===== src/rtl/glip_downscale_n.sv =====
// Width downscaler: splits each RATIO*OUT_SIZE-bit word into up to RATIO beats of
// OUT_SIZE bits. Beat order is selectable, and the last beat of each word is marked.
module glip_downscale_n #(
  parameter int OUT_SIZE  = 16,
  parameter int RATIO     = 4,
  parameter bit MSB_FIRST = 1'b0
) (
  input  logic                      clk,
  input  logic                      rst,
  input  logic [OUT_SIZE*RATIO-1:0] in_data,
  input  logic [$clog2(RATIO)-1:0]  in_count,
  input  logic                      in_valid,
  output logic                      in_ready,
  output logic [OUT_SIZE-1:0]       out_data,
  output logic                      out_last,
  output logic                      out_valid,
  input  logic                      out_ready
);
  localparam int CW = $clog2(RATIO);

  typedef enum logic {IDLE = 1'b0, EMIT = 1'b1} state_t;

  state_t                    r_state;
  logic [OUT_SIZE*RATIO-1:0] r_data;
  logic [CW-1:0]             r_cnt;
  logic [CW-1:0]             r_idx;

  logic                      w_busy, w_last, w_accept, w_xfer;
  logic [CW-1:0]             w_sel;
  logic [OUT_SIZE-1:0]       w_slice [RATIO];

  assign w_busy   = (r_state == EMIT);
  assign w_last   = (r_idx == r_cnt);
  assign w_xfer   = w_busy & out_ready;
  // The next word may load in the same cycle as the final beat's handshake.
  assign in_ready = !w_busy | (out_ready & w_last);
  assign w_accept = in_valid & in_ready;

  assign out_valid = w_busy;
  assign out_last  = w_busy & w_last;

  genvar g;
  generate
    for (g = 0; g < RATIO; g++) begin : g_slice
      assign w_slice[g] = r_data[g*OUT_SIZE +: OUT_SIZE];
    end
  endgenerate

  // When MSB_FIRST is set, a partial word still starts at the top slice.
  assign w_sel    = MSB_FIRST ? (CW'(RATIO-1) - r_idx) : r_idx;
  assign out_data = w_slice[w_sel];

  always_ff @(posedge clk or posedge rst) begin
    if (rst) begin
      r_state <= IDLE;
      r_data  <= '0;
      r_cnt   <= '0;
      r_idx   <= '0;
    end else begin
      case (r_state)
        IDLE: begin
          if (w_accept) begin
            r_data  <= in_data;
            r_cnt   <= in_count;
            r_idx   <= '0;
            r_state <= EMIT;
          end
        end
        EMIT: begin
          if (w_accept) begin
            r_data  <= in_data;
            r_cnt   <= in_count;
            r_idx   <= '0;
          end else if (w_xfer) begin
            if (!w_last) begin
              r_idx <= r_idx + 1'b1;
            end else begin
              r_idx   <= '0;
              r_state <= IDLE;
            end
          end
        end
        default: r_state <= IDLE;
      endcase
    end
  end
endmodule


===== config.mk =====
export PLATFORM = sky130hd
export DESIGN_NAME = glip_downscale_n
export DESIGN_NICKNAME = d
export VERILOG_FILES = /design/src/rtl/glip_downscale_n.sv
export SDC_FILE = /design/constraint.sdc
export NUM_CORES = 1
export LEC_CHECK = 0
export CAP_MARGIN = 20
export CORE_MARGIN = 2
export CORE_UTILIZATION = 45
export DETAILED_ROUTE_END_ITERATION = 10
export PLACE_DENSITY_LB_ADDON = 0.12
export SYNTH_ARGS = -nofsm -noshare
export SYNTH_HDL_FRONTEND = slang
export SYNTH_SLANG_ARGS = --single-unit
export TNS_END_PERCENT = 100

===== constraint.sdc =====
create_clock -name clk -period 2.5 [get_ports clk]
set_clock_uncertainty 0.05 [all_clocks]
set_input_delay 0.375 -clock clk [delete_from_list [all_inputs] [get_ports clk]]
set_output_delay 0.375 -clock clk [all_outputs]
set_load 0.03 [all_outputs]

==> impl_metrics.py <==
metrics = {
    "sta": {
        "fin_ws_ns": 0.177,
        "fin_tns_setup_ns": 0,
        "worst_pin_slew_ns": 0.513,
        "max_freq_ghz": 0.430,
        "rsz0062_at_grt": "no",
        "holdWs_ns": 0.335,
        "finalHoldViolCount": 0,
        "drv_slew": 0,
        "fin_crit_ns": 2.32,
        "setup_violations": 0,
        "relSlewSlack_pct": 65.8,
        "finalCritPeriodShare_pct": 92.9,
    },
    "grt": {
        "antenna_found_initial": 0,
        "grt-ovfl-total": 0,
        "grt_pass1_wl_um": 10200,
        "grt_max_degree": 41,
        "grt_usage_pct": 17.9,
        "first_global_vias": 2067,
    },
    "drt": {
        "vias": 1945,
        "routedWlPerCell_um": 16.1,
        "routed_wl_um": 6030,
        "vias_per_cell": 5.20,
        "drt_iter0_markers": 47,
        "postRouteAntennaNets": 0,
        "dr.pass1.iters": 3,
        "drc": 0,
    },
    "synthesis": {
        "synth_edf_count": 0,
        "synth.distinct_cells": 28,
        "synth-seq-cells": 69,
        "synth_top_flop_cell": "dfrtp_1",
        "syn-cell-area_um2": 3110,
        "yosysSeqAreaShare_pct": 55.4,
        "synth_top_cell_by_area": "dfrtp_1",
        "async_reset_ff_share_pct": 100,
        "avgSynthCellArea_um2": 16.1,
        "syn_nets": 263,
        "yosysWarnings": 0,
        "synth_area_leaders": "dfrtp_1 55%, mux2_1 22%, mux4_2 12%",
        "syn-instance-count": 193,
        "synth_top_area_share_pct": 55.4,
    },
    "floorplan": {
        "fp.dieW_um": 87.2,
        "dieArea_um2": 7600,
        "ios": 89,
        "core_um2": 6760,
        "start_util_pct": 46.1,
        "rows": 30,
        "die_h_um": 87.2,
    },
    "final_layout": {
        "final_common_cell": "clkdlybuf4s50_1",
        "diodes": 0,
        "fin_cells": 374,
        "area_delta_synth_final_pct": 36.4,
        "drive_gt1_share_pct": 17.3,
        "final_util_pct": 62.9,
        "mostFrequentLayoutCells": "70 x clkdlybuf4s50_1, 69 x dfrtp_1, 60 x mux2_1",
        "final_area_um2": 4250,
        "nNetsFinal": 359,
    },
    "setup_path": {
        "reg2reg_setup_slack_ns": 0.42,
        "crit_fanout": 15,
        "cp_data_required_time_ns": 2.08,
        "timing.rr.start": "r_idx[0]",
        "start_kind": "register",
        "arrival_ns": 1.90,
        "critical_path_class": "reg2out",
        "startpoint": "r_idx[0]",
        "cp-end-kind": "primary output",
    },
    "worst_hold_path": {
        "hold_path.class": "in2async",
    },
    "power_and_ir_drop": {
        "pwr-share-clk_pct": 15.0,
        "p_int_mw": 3.32,
        "combPwrFrac_pct": 48.3,
        "seqPwrFrac_pct": 36.7,
        "power.total_mw": 5.27,
        "power_leakage_nw": 1.79,
        "netSwitchingPower_mw": 1.95,
        "p_per_area_nw_per_um2": 1240,
        "ir_drop_v": 0.000585,
        "switching_share_pct": 37.0,
    },
    "clocking": {
        "path_clk_slew_ns": 0.07,
        "cts_tree": "built",
        "ctsRootBufferMaster": "clkbuf_8",
        "clock_tree.buffer_depth": 2,
        "worstSkewPairLatency_ns": 0.33,
        "cts-hold-fix-buffers": 0,
        "cts_max_level": 3,
        "cts.sinks": 69,
        "cts_buffers": 9,
    },
    "placement": {
        "dpl.hpwl_um": 4370,
        "place_area_um2": 4080,
        "place_congestion": 0.716,
        "placedCellCount": 358,
        "dp_slack_ns": 0.278,
        "portBuffers": 88,
    },
    "outcome": {
        "run_status": "finished clean",
    },
    "run": {
        "cap_violations": 0,
    },
}
-- path summary, 6_finish.rpt --
check,endpoint,cells past startpoint
max,out_data[1],3
min,r_data[26],2
max reg2reg,r_data[52],6
min reg2reg,r_data[7],1
max in group asynchronous,r_data[15],3
min in group clk,r_data[7],1
-- synth_stat cells, types with 2 or more instances --
cell and n:
mux4_2 16, o21ai_0 4, buf_6 6, nand3_1 3, mux2_2 5, mux2_1 60, nand2b_1 2, buf_2 3
dfrtp_1 69, inv_1 3, nand2_1 5
-- kinds of logic (layout without fill, tap and decap cells) --
logic type / count (synthesis) / count (layout) / share of synthesized area [%]
mux: 81 / 81 / 35.1
flops: 69 / 69 / 55.4
simple gates: 14 / 14 / 2.25
buf+inv: 14 / 115 / 3.25
compound gates: 12 / 12 / 2.89
xor+xnor: 3 / 3 / 1.09
-- power by group through the flow --
stage,clock network [mW],registers (mW),logic [mW]
6_report,0.792,1.93,2.55
5_1_grt,0.878,2.02,2.75
4_1_cts,0.824,1.94,2.60
3_5_place_dp,0,1.96,2.74
3_3_place_gp,0,1.93,2.70
2_1_floorplan,0,1.87,1.92
-- worst max-delay path: stages (launching register included) --
cell and delay [ns]:
dfrtp_1 0.35, buf_4 0.27, mux4_2 0.56, dlygate4sd2_1 0.38
-- area by class of cell --
cell class                      instances  area (µm²)
Clock inverter                          6        38.8
Clock buffer                           10         138
Timing Repair Buffer                   96         947
Multi-Input combinational cell        110        1290
Fill cell                             554        2510
Inverter                                3        11.3
Tap cell                               80         100
Sequential cell                        69        1730
-- flip-flops by register name, summed over array words and instances, names as in the netlist --
signal and flops:
out_valid 1, r_data 64, r_cnt 2, r_idx 2
-- routing by layer --
layer | share of wire (%) | up-vias | track usage [%]
li1 | - | 903 | -
met1 | 44 | 980 | 23.2
met2 | 48 | 56 | 27.9
met3 | 6.9 | 6 | 7.01
met4 | 0.95 | 0 | 5.59
met5 | 0 | - | 0
-- what timing repair did --
action	in CTS	in global routing
setup buffers	0	0
endpoints found under the setup margin	13	2
gates resized for setup	13	2
pin swaps	0	0
hold endpoints to repair	0	0
No activity file was read; power rests on OpenSTA's default activity.
